`src/rtl/gpu_pkg.sv`:
```
// Shared definitions for the sprite/instruction dispatch path.
// Latency: n/a (types, constants and helpers only).
// Backpressure: n/a.
package gpu_pkg;

    // Instruction opcodes carried in dataA[3:0]
    localparam logic [3:0] OP_POS  = 4'd0;
    localparam logic [3:0] OP_MEM  = 4'd1;
    localparam logic [3:0] OP_OFS  = 4'd2;
    localparam logic [3:0] OP_WAIT = 4'd3;

    // Dispatch FSM states
    typedef enum logic [2:0] {
        IDLE       = 3'd0,
        DECODE     = 3'd1,
        REG_WR     = 3'd2,
        MEM_WR     = 3'd3,
        WAIT_FRAME = 3'd4
    } state_t;

    // One FIFO entry: payload in the upper word, opcode/address word below
    typedef struct packed {
        logic [31:0] data_b;
        logic [31:0] data_a;
    } instr_t;

    // Position and offset writes share the register-write path
    function automatic logic is_reg_op(input logic [3:0] op);
        return (op == OP_POS) || (op == OP_OFS);
    endfunction

endpackage

```
`src/rtl/instr_fifo.sv`:
```
// Instruction FIFO: DEPTH x WIDTH, combinational head read, sticky overflow flag.
// Latency: a push is visible at the head (empty=0) one cycle after it is written.
// Backpressure: none upstream; a push while full is dropped and latched in overflow,
//   unless a pop happens in the same cycle, which frees the slot.
// Ports: clk, reset (async active-low), push/push_data, pop/pop_data, full, empty, overflow.
module instr_fifo #(
    parameter int DEPTH = 8,
    parameter int WIDTH = 64
) (
    input  logic             clk,
    input  logic             reset,
    input  logic             push,
    input  logic [WIDTH-1:0] push_data,
    input  logic             pop,
    output logic [WIDTH-1:0] pop_data,
    output logic             full,
    output logic             empty,
    output logic             overflow
);

    localparam int AW = $clog2(DEPTH);
    localparam logic [AW:0] FULL_CNT = (AW + 1)'(DEPTH);

    logic [WIDTH-1:0] mem [DEPTH];
    logic [AW-1:0]    wr_ptr;
    logic [AW-1:0]    rd_ptr;
    logic [AW:0]      count;
    logic             do_push;
    logic             do_pop;

    // A pop on an empty FIFO is ignored; a pop frees a slot for a same-cycle push.
    assign do_pop   = pop && (count != '0);
    assign do_push  = push && ((count != FULL_CNT) || do_pop);
    assign full     = (count == FULL_CNT);
    assign empty    = (count == '0);
    assign pop_data = mem[rd_ptr];

    always_ff @(posedge clk or negedge reset) begin
        if (!reset) begin
            wr_ptr   <= '0;
            rd_ptr   <= '0;
            count    <= '0;
            overflow <= 1'b0;
        end else begin
            // Pointers are AW bits wide, so they wrap modulo DEPTH on their own.
            if (do_push) wr_ptr <= wr_ptr + 1'b1;
            if (do_pop)  rd_ptr <= rd_ptr + 1'b1;
            case ({do_push, do_pop})
                2'b10:   count <= count + 1'b1;
                2'b01:   count <= count - 1'b1;
                default: count <= count;
            endcase
            if (push && !do_push) overflow <= 1'b1;
        end
    end

    // Storage needs no reset: pointers define what is valid.
    always_ff @(posedge clk) begin
        if (do_push) mem[wr_ptr] <= push_data;
    end

endmodule

```
`src/rtl/instr_dispatch_ctrl.sv`:
```
// Instruction dispatcher: queues {dataA,dataB} pushes and executes them one at a time
//   as sprite register writes, sprite memory writes or end-of-frame waits.
// Latency: push at cycle N into an idle, empty block gives reg_wr/mem_wr at N+3.
// Backpressure: mem_wr holds until mem_ready; WAIT_FRAME holds until screen_done;
//   pushes into a full FIFO are dropped and flagged by the sticky overflow output.
// Ports: clk, reset; wr_en/dataA/dataB push side; screen_done, mem_ready;
//   reg_wr/reg_sel/reg_addr/reg_data; mem_wr/mem_addr/mem_data; status flags.
module instr_dispatch_ctrl
    import gpu_pkg::*;
#(
    parameter int DEPTH = 8
) (
    input  logic        clk,
    input  logic        reset,
    input  logic        wr_en,
    input  logic [31:0] dataA,
    input  logic [31:0] dataB,
    input  logic        screen_done,
    input  logic        mem_ready,
    output logic        reg_wr,
    output logic        reg_sel,
    output logic [4:0]  reg_addr,
    output logic [31:0] reg_data,
    output logic        mem_wr,
    output logic [16:0] mem_addr,
    output logic [31:0] mem_data,
    output logic        fifo_full,
    output logic        fifo_empty,
    output logic        busy,
    output logic        illegal_op,
    output logic        overflow
);

    state_t     state;
    state_t     state_nxt;
    instr_t     push_word;
    instr_t     head;
    instr_t     instr;
    logic [3:0] opcode;
    logic       pop;
    logic       unused_hi_bits;

    assign push_word      = '{data_b: dataB, data_a: dataA};
    assign opcode         = instr.data_a[3:0];
    assign unused_hi_bits = ^instr.data_a[31:21];

    // Only IDLE consumes entries, so a push into an empty FIFO is never popped
    // in the same cycle.
    assign pop = (state == IDLE) && !fifo_empty;

    instr_fifo #(
        .DEPTH (DEPTH),
        .WIDTH (64)
    ) u_fifo (
        .clk       (clk),
        .reset     (reset),
        .push      (wr_en),
        .push_data (push_word),
        .pop       (pop),
        .pop_data  (head),
        .full      (fifo_full),
        .empty     (fifo_empty),
        .overflow  (overflow)
    );

    // State register
    always_ff @(posedge clk or negedge reset) begin
        if (!reset) state <= IDLE;
        else        state <= state_nxt;
    end

    // Next-state logic
    always_comb begin
        state_nxt = state;
        case (state)
            IDLE:       if (!fifo_empty) state_nxt = DECODE;
            DECODE: begin
                if (is_reg_op(opcode))     state_nxt = REG_WR;
                else if (opcode == OP_MEM) state_nxt = MEM_WR;
                else if (opcode == OP_WAIT) state_nxt = WAIT_FRAME;
                else                       state_nxt = IDLE;
            end
            REG_WR:     state_nxt = IDLE;
            MEM_WR:     if (mem_ready) state_nxt = IDLE;
            WAIT_FRAME: if (screen_done) state_nxt = IDLE;
            default:    state_nxt = IDLE;
        endcase
    end

    // Output logic
    always_comb begin
        reg_wr     = (state == REG_WR);
        mem_wr     = (state == MEM_WR);
        illegal_op = (state == DECODE) && (opcode > OP_WAIT);
        busy       = (state != IDLE) || !fifo_empty;
    end

    // Instruction register and registered write-port fields. The fields are
    // loaded on leaving DECODE, so they hold steady for the whole MEM_WR stall.
    always_ff @(posedge clk or negedge reset) begin
        if (!reset) begin
            instr    <= '0;
            reg_sel  <= 1'b0;
            reg_addr <= '0;
            reg_data <= '0;
            mem_addr <= '0;
            mem_data <= '0;
        end else begin
            if (pop) instr <= head;
            if (state == DECODE) begin
                reg_sel  <= opcode[1];
                reg_addr <= instr.data_a[8:4];
                reg_data <= instr.data_b;
                mem_addr <= instr.data_a[20:4];
                mem_data <= instr.data_b;
            end
        end
    end

endmodule
```
`config.mk`:
```
export PLATFORM = sky130hd
export DESIGN_NAME = instr_dispatch_ctrl
export DESIGN_NICKNAME = d
export VERILOG_FILES = /design/src/rtl/gpu_pkg.sv /design/src/rtl/instr_fifo.sv /design/src/rtl/instr_dispatch_ctrl.sv
export SDC_FILE = /design/constraint.sdc
export NUM_CORES = 1
export LEC_CHECK = 0
export ABC_AREA = 1
export BUFFER_PORTS_ARGS = -buffer_cell sky130_fd_sc_hd__buf_2
export CAP_MARGIN = 25
export CORE_ASPECT_RATIO = 0.75
export CORE_UTILIZATION = 25
export DETAILED_ROUTE_END_ITERATION = 12
export PLACE_DENSITY_LB_ADDON = 0.1
export SYNTH_ARGS = -nofsm -noshare
export SYNTH_HDL_FRONTEND = slang
export SYNTH_HIERARCHICAL = 1
export SYNTH_SLANG_ARGS = --single-unit
```
`constraint.sdc`:
```
create_clock -name clk -period 7.3 [get_ports clk]
set_input_delay 1.46 -clock clk [delete_from_list [all_inputs] [get_ports clk]]
set_output_delay 1.46 -clock clk [all_outputs]
set_load 0.005 [all_outputs]
```
; Word level (Yosys, flattened, before mapping)
; Memory sizes are Yosys's and may differ from the RTL's. A register that Yosys moved wholly into a read port is not among the register bits.
; Index checks and enable logic that the tools add are counted.
[totals]
reg_bits = 69
ramBits = 512
in_bits = 69
output_inout_bits = 94
elab_cells = 57
memories = 1
[mem_list]
columns = memory, depth, word_bits, rd, rd_clocked_by_memory_dff, wr, line_no
row1 = u_fifo.mem, 8, 64, 1, 1, 1, instr_fifo.sv:24  ; logic [WIDTH-1:0] mem [DEPTH];
[op_classes]
addsub = 4
n_lt_le_gt_ge = 1
eq_ne = 14
n_mux = 10
reduce_logical = 18
[op_table]
columns = cell, n
row1 = $mux 3, 6
row2 = $pmux 3 s4, 1
row3 = $eq 4x2->1 const B, 2
row4 = $logic_not 4->1, 2
row5 = $pmux 4 s2, 1
row6 = $add 3x1->3 const B, 2
row7 = $eq 3x2->1 const B, 2
row8 = $ne 2x2->1 const B, 3
row9 = $logic_and 1x1->1, 5
row10 = $add 4x1->4 const B, 1
row11 = $eq 4x1->1 const B, 1
row12 = $eq 4x4->1 const B, 1
row13 = $gt 4x2->1 const B, 1
row14 = $ne 4x4->1 const B, 1
row15 = $reduce_bool 4->1, 1
row16 = $sub 4x1->4 const B, 1
row17 = $eq 3x1->1 const B, 1
row18 = $eq 3x3->1 const B, 1
row19 = $logic_not 1->1, 3
row20 = $logic_not 3->1, 1
row21 = $logic_or 1x1->1, 3
row22 = $reduce_and 3->1, 1
row23 = $reduce_bool 3->1, 1
row24 = $eq 2x1->1 const B, 1
row25 = other kinds (3), 4

; Longest topological paths before layout
; Gate-level depths: netlist of run 1.
[logic_depth]
ltp_word = 8
depth_mapped = 17
ltp_nobuf = 15

; Modules after synthesis
; Netlist of run 1, hierarchy kept.
[modules_own_cells]
columns = mod, instances, cells_each, area_per_inst_um2, seq_area_each_um2
row1 = instr_fifo, 1, 1515, 20512.2, 15650.0
row2 = instr_dispatch_ctrl, 1, 466, 4345.4, 2652.5

; Least setup slack after synthesis of run 1
; No wires, ideal clock.
[synth_timing]
kind = input port to flip-flop
from = input port wr_en
to = memory u_fifo.mem[7][0], enable pin
setup_time_ps = 565
arrival_ps = 5947
required_time_ps = 6735
path_slack_ps = 787
cell_stages = 2
n_path_buf = 0
cell_sequence = nand2_1 > nor3_1
[synth_between]
elab_chain_len = 3
[synth_rtl]
columns = item, line_no
row1 = "start, declared", instr_dispatch_ctrl.sv:15  ; input logic wr_en,
row2 = $logic_and 1x1->1, instr_fifo.sv:33  ; assign do_push = push && ((count != FULL_CNT) || do_pop);
row3 = $mux 1, instr_fifo.sv:59  ; if (do_push) mem[wr_ptr] <= push_data;
row4 = $mux 1 (not written as such), instr_fifo.sv:59
row5 = "end, declared", instr_fifo.sv:24
; No other way between the ends.

; Final worst setup path of run 1
[layout_timing]
from = register u_fifo.count[1]
to = memory u_fifo.mem[4][6], enable pin
[layout_between]
elab_chain_len = 8
elab_cells_between_ends = 10
cone_classes = eq/ne: 1 / mux: 2 / reduce/logical: 7
[layout_rtl]
columns = item, line_no
row1 = "start, declared", instr_fifo.sv:27  ; logic [AW:0] count;
row2 = "start signal, assigned", instr_fifo.sv:49  ; 2'b10: count <= count + 1'b1;
row3 = "start signal, assigned", instr_fifo.sv:50  ; 2'b01: count <= count - 1'b1;
row4 = "start signal, assigned", instr_fifo.sv:51  ; default: count <= count;
row5 = $logic_not 4->1, instr_fifo.sv:35  ; assign empty = (count == '0);
row6 = $logic_not 1->1, instr_dispatch_ctrl.sv:49  ; assign pop = (state == IDLE) && !fifo_empty;
row7 = $logic_and 1x1->1, instr_dispatch_ctrl.sv:49
row8 = $logic_and 1x1->1, instr_fifo.sv:32  ; assign do_pop = pop && (count != '0);
row9 = $logic_or 1x1->1 *, instr_fifo.sv:33
row10 = $logic_and 1x1->1 *, instr_fifo.sv:33
row11 = $mux 1 *, instr_fifo.sv:59
row12 = $mux 1 (not written as such) *, instr_fifo.sv:59
; Every way passes the cells marked *; elsewhere a longest branch is shown, timed or not.

==> impl_metrics.json, run 1 <==
{
  "cts_tree": "done",
  "syn_area_sq_um": 21500,
  "cp.required_ps": 7530,
  "ir_drop_uv": 408,
  "routedWlPerCell_microns": 18.7,
  "gr-total-overflow": 0,
  "cts_hold_buffers": 0,
  "setup_violations": 0,
  "num_rows": 92,
  "startpoint_type": "flip-flop",
  "first_pass_iters": 5,
  "crit_path_end_kind": "flip-flop",
  "slew_viol_final": 0,
  "pwr_density_cell_nw_per_um2": 425,
  "clockBufferDepth": 3,
  "grt_max_degree": 186,
  "clk_pin_slew_ps": 60,
  "drive_gt1_share_pct": 14.8,
  "synth_fp_nets": 1821,
  "routed_wl_microns": 56400,
  "layout_min_cycle_time_ps": 4030,
  "worst_slew_pin_slew_ps": 1050,
  "cts_root_buffer": "clkbuf_16",
  "drv_cap": 0,
  "fp.dieArea_sq_um": 87200,
  "vias": 12900,
  "final_cell_mix": "edfxtp_1 (424), nand2_1 (351), o21ai_0 (253)",
  "cts_resized": 0,
  "antenna_found_initial": 10,
  "clk_latency_ps": 610,
  "initial_core_util_pct": 25.4,
  "place_inst": 2905,
  "die_h_microns": 256,
  "post-route-util_pct": 29.6,
  "status": "finished, final reports clean",
  "areaGrowthSynthToFinish_pct": 16.3,
  "layout_commonest_cell": "edfxtp_1",
  "post-place-ws_ps": 3170,
  "stdcell_count": 3017,
  "grt_pass1_wl_microns": 85300,
  "port_buffers": 151,
  "postCtsSetupBuffers": 0,
  "period_share_pct": 55.3,
  "hold_violations": 0,
  "yosys_warnings": 6,
  "critical_path_class": "reg2reg",
  "fin_nets": 1911,
  "die_w_microns": 341,
  "relSlewSlack_pct": 30.2,
  "core-area_sq_um": 84600,
  "hp-class": "reg2reg",
  "fin_skew_ps": 13.5,
  "crit_fanout": 41,
  "tns_ps": 0,
  "postLayoutSetupSlackWorst_ps": 3270,
  "ios": 163,
  "max_freq_mhz": 248,
  "syn_avg_cell_area_sq_um": 12.3,
  "drtIter0Drc": 783,
  "ant_nets": 0,
  "rsz0062_at_grt": "no",
  "viasPerCell": 4.29,
  "dp.final_hpwl_microns": 29700,
  "grt.total_usage_pct": 13.0,
  "globalplace.congestion": 0.675,
  "cts_buffers": 58,
  "drc": 0,
  "cts_max_level": 2,
  "hold_slack_ps": 473,
  "cts.sinks": 541,
  "synthCells": 1747,
  "worst_ep_arrival_time_ps": 4270,
  "grt_pass1_vias": 12900,
  "p_leak_nw": 9.48
}
area by class of cell:
cell class	count	area, sq um
fill	8607	59600
sequential	541	15700
multi-input combinational	1005	4810
clock buffer	92	1700
tap	1128	1410
timing repair buffer	175	998
inverter	56	219
clock inverter	18	195
antenna	2	5.00
registers in the layout, summed over array words and instances, names as in the netlist:
signal           cells
instr               53
u_fifo/overflow      1
u_fifo/rd_ptr        3
u_fifo/wr_ptr        3
mem_addr            13
reg_addr             4
u_fifo/mem         424
u_fifo/count         4
reg_sel              1
state                3
mem_data            32
through the flow:
| stage | instance area (sq um) | total power [mW] |
|---|---|---|
| final | 25000 | 10.6 |
| after global routing | 25000 | 11.5 |
| after CTS | 25000 | 10.9 |
| after detailed placement | 23100 | 7.87 |
| after global placement | 23000 | 7.82 |
| after floorplan | 21500 | 6.78 |
path summary, 6_finish.rpt:
| check | startpoint | to | slack [ps] | cells past startpoint |
|---|---|---|---|---|
| hold / removal | instr[32] | mem_data[0] | 470 | 2 |
| setup reg to reg | u_fifo/count[1] | u_fifo/mem[4][6] | 3270 | 10 |
| setup / recovery | u_fifo/count[1] | u_fifo/mem[4][6] | 3270 | 10 |
| max in group asynchronous | reset | instr[53] | 5110 | 2 |
| hold reg to reg | instr[32] | mem_data[0] | 470 | 2 |
| min in group asynchronous | reset | u_fifo/count[1] | 870 | 1 |
power breakdown:
| part | leakage (nW) | internal (mW) | switching (mW) | total (mW) |
|---|---|---|---|---|
| Clock | 0.923 | 1.73 | 1.20 | 2.93 |
| Sequential | 5.31 | 4.01 | 0.328 | 4.33 |
| Combinational | 3.24 | 1.04 | 2.32 | 3.36 |
critical path, cell delays in order (launching register included):
cell	delay, ps
dfrtp_1	390
nor2_1	80
nand2_1	140
inv_1	90
nand3b_4	380
inv_4	330
nand2_1	200
nand2_1	220
nand3_1	380
nor2_4	630
buf_4	770
metal layers:
layer | track usage, % | vias up | wire length, microns
met5 | 0 | - | 66
met4 | 3.03 | 12 | 994
met3 | 2.71 | 86 | 2530
met2 | 19.9 | 212 | 24800
met1 | 18.8 | 6391 | 28000
li1 | - | 6241 | -
Note: power is estimated with default switching activity, not from simulation.
==> inputs of run 2 (changes only) <==
==> constraint.sdc (replaced) <==
create_clock -name clk -period 3.5 [get_ports clk]
set_input_delay 0.7 -clock clk [delete_from_list [all_inputs] [get_ports clk]]
set_output_delay 0.7 -clock clk [all_outputs]
set_load 0.005 [all_outputs]
==> impl_metrics.json, run 2 (same netlist as run 1, synthesis figures left out) <==
{
  "fin_skew_ps": 16.0,
  "slew_viol_final": 0,
  "period_share_pct": 84.7,
  "port_buffers": 151,
  "worst_slew_pin_slew_ps": 991,
  "gr-total-overflow": 0,
  "p_leak_nw": 9.55,
  "vias": 12900,
  "ant_nets": 0,
  "clk_latency_ps": 610,
  "drtIter0Drc": 706,
  "post-place-ws_ps": 498,
  "max_freq_mhz": 337,
  "r2r_slack_ps": 530,
  "cts_max_level": 2,
  "regMostFlops": "u_fifo/mem",
  "globalplace.congestion": 0.701,
  "gr-usage-met2_pct": 18.9,
  "cts.sinks": 541,
  "grt.total_usage_pct": 12.9,
  "hold_violations": 0,
  "drc": 0,
  "critical_path_class": "reg2reg",
  "viasPerCell": 4.27,
  "grt.met1_usage_pct": 19.2,
  "postCtsSetupBuffers": 0,
  "holdPathStages": 1,
  "relSlewSlack_pct": 33.9,
  "rsz0062_at_grt": "no",
  "startpoint_type": "flip-flop",
  "drive_gt1_share_pct": 15.1,
  "hp-class": "in2reg",
  "cp.required_ps": 3800,
  "cts_tree": "done",
  "fillers": 8633,
  "status": "finished, final reports clean",
  "drv_cap": 0,
  "crit_path_end_kind": "flip-flop",
  "multiInputGateArea_sq_um": 4830,
  "cts_buffers": 58,
  "worst_ep_arrival_time_ps": 3270,
  "largest_reg_flops": 424,
  "pwr_density_cell_nw_per_um2": 882,
  "clockBufferDepth": 3,
  "initial_core_util_pct": 25.4,
  "cts_root_buffer": "clkbuf_16",
  "setup_violations": 0,
  "postLayoutSetupSlackWorst_ps": 534,
  "grt_pass1_vias": 12700,
  "grtUsageMet3_pct": 2.69,
  "layout_min_cycle_time_ps": 2970,
  "ios": 163,
  "grt_pass1_wl_microns": 84800,
  "die_w_microns": 341,
  "clk_pin_slew_ps": 60,
  "grt_max_degree": 171,
  "die_h_microns": 256,
  "core-area_sq_um": 84600,
  "fin_nets": 1926,
  "num_rows": 92,
  "routedWlPerCell_microns": 18.5,
  "reg2regPathDepth": 10,
  "antenna_found_initial": 11,
  "fp.dieArea_sq_um": 87200,
  "dp.final_hpwl_microns": 30800,
  "grt-busiest-layer": "met1",
  "crit_fanout": 11,
  "hold_slack_ps": 356,
  "areaGrowthSynthToFinish_pct": 17.0,
  "layout_commonest_cell": "edfxtp_1",
  "final_cell_mix": "edfxtp_1 (424), nand2_1 (351), o21ai_0 (253)",
  "first_pass_iters": 5,
  "routed_wl_microns": 56200,
  "register_area_sq_um": 15700,
  "reg.largest.list": "u_fifo/mem (424), instr (53), mem_data (32)",
  "ir_drop_uv": 799
}
run 2: cell count changes in the layout (fill, tap and decap cells not counted):
cell           delta
clkinv_4          -1
clkbuf_1          -1
diode_2           +1
clkbuf_16         -2
nor3_2            -4
buf_6             -1
clkbuf_8          -4
dlygate4sd3_1     +1
inv_2             +1
buf_12           +10
clkinv_1          +6
nor3_4            +4
bufinv_16         -1
buf_4             +5
run 2: stage by stage:
| stage | instance area (sq um) | std cells | total power [mW] | TNS, ps | util (%) |
|---|---|---|---|---|---|
| global placement | 23300 | 2917 | 16.6 | 0 | 27.5 |
| detailed placement | 23300 | 2917 | 16.6 | 0 | 27.5 |
| global route | 25100 | 3028 | 23.9 | 0 | 29.7 |
| floorplan | 21500 | 1747 | 14.1 | -294820 | - |
| finish | 25200 | 3031 | 22.2 | 0 | 29.7 |
| CTS | 25100 | 3025 | 22.6 | 0 | 29.6 |
run 2: final cells by class:
cell class                 count  share of cell area, %
timing repair buffer         190                   4.91
inverter                      56                  0.866
multi-input combinational   1005                   19.2
clock inverter                23                  0.731
clock buffer                  85                   6.34
tap                         1128                   5.61
antenna                        3                 0.0298
sequential                   541                   62.3
run 2: what timing repair did:
| item | in CTS | in global routing |
|---|---|---|
| hold buffers | 0 | 1 |
| resized for setup | 0 | 0 |
| setup endpoints to repair | 0 | 0 |
| hold endpoints to repair | 0 | 20 |
run 2: final timing paths:
kind | from | end
max in group asynchronous | reset | mem_data[3]
min reg2reg | instr[36] | mem_data[4]
min | dataB[13] | u_fifo/mem[7][45]
max | u_fifo/count[1] | u_fifo/mem[2][40]
min in group asynchronous | reset | mem_addr[11]
max reg2reg | u_fifo/count[1] | u_fifo/mem[2][40]
run 2: power by group:
| group | internal (mW) | total [mW] | leakage, nW | switching [mW] |
|---|---|---|---|---|
| clock network | 3.36 | 5.86 | 0.864 | 2.50 |
| registers | 8.35 | 8.95 | 5.31 | 0.604 |
| logic | 2.36 | 7.37 | 3.37 | 5.00 |
| total | 14.1 | 22.2 | 9.55 | 8.11 |
run 2: worst max-delay path, stage by stage (launching register included):
cell	delay, ps
dfrtp_1	400
nor2_1	80
nand2_1	130
inv_1	100
nand3b_4	180
inv_4	70
nand2_1	130
nand2_1	220
nand3_1	400
nor2_4	630
buf_4	320
run 2: routing by layer:
metal	share of wire [%]	routed length [microns]
met1	51	28500
met4	1.6	918
met3	4.8	2700
met5	0.11	61
met2	43	24000
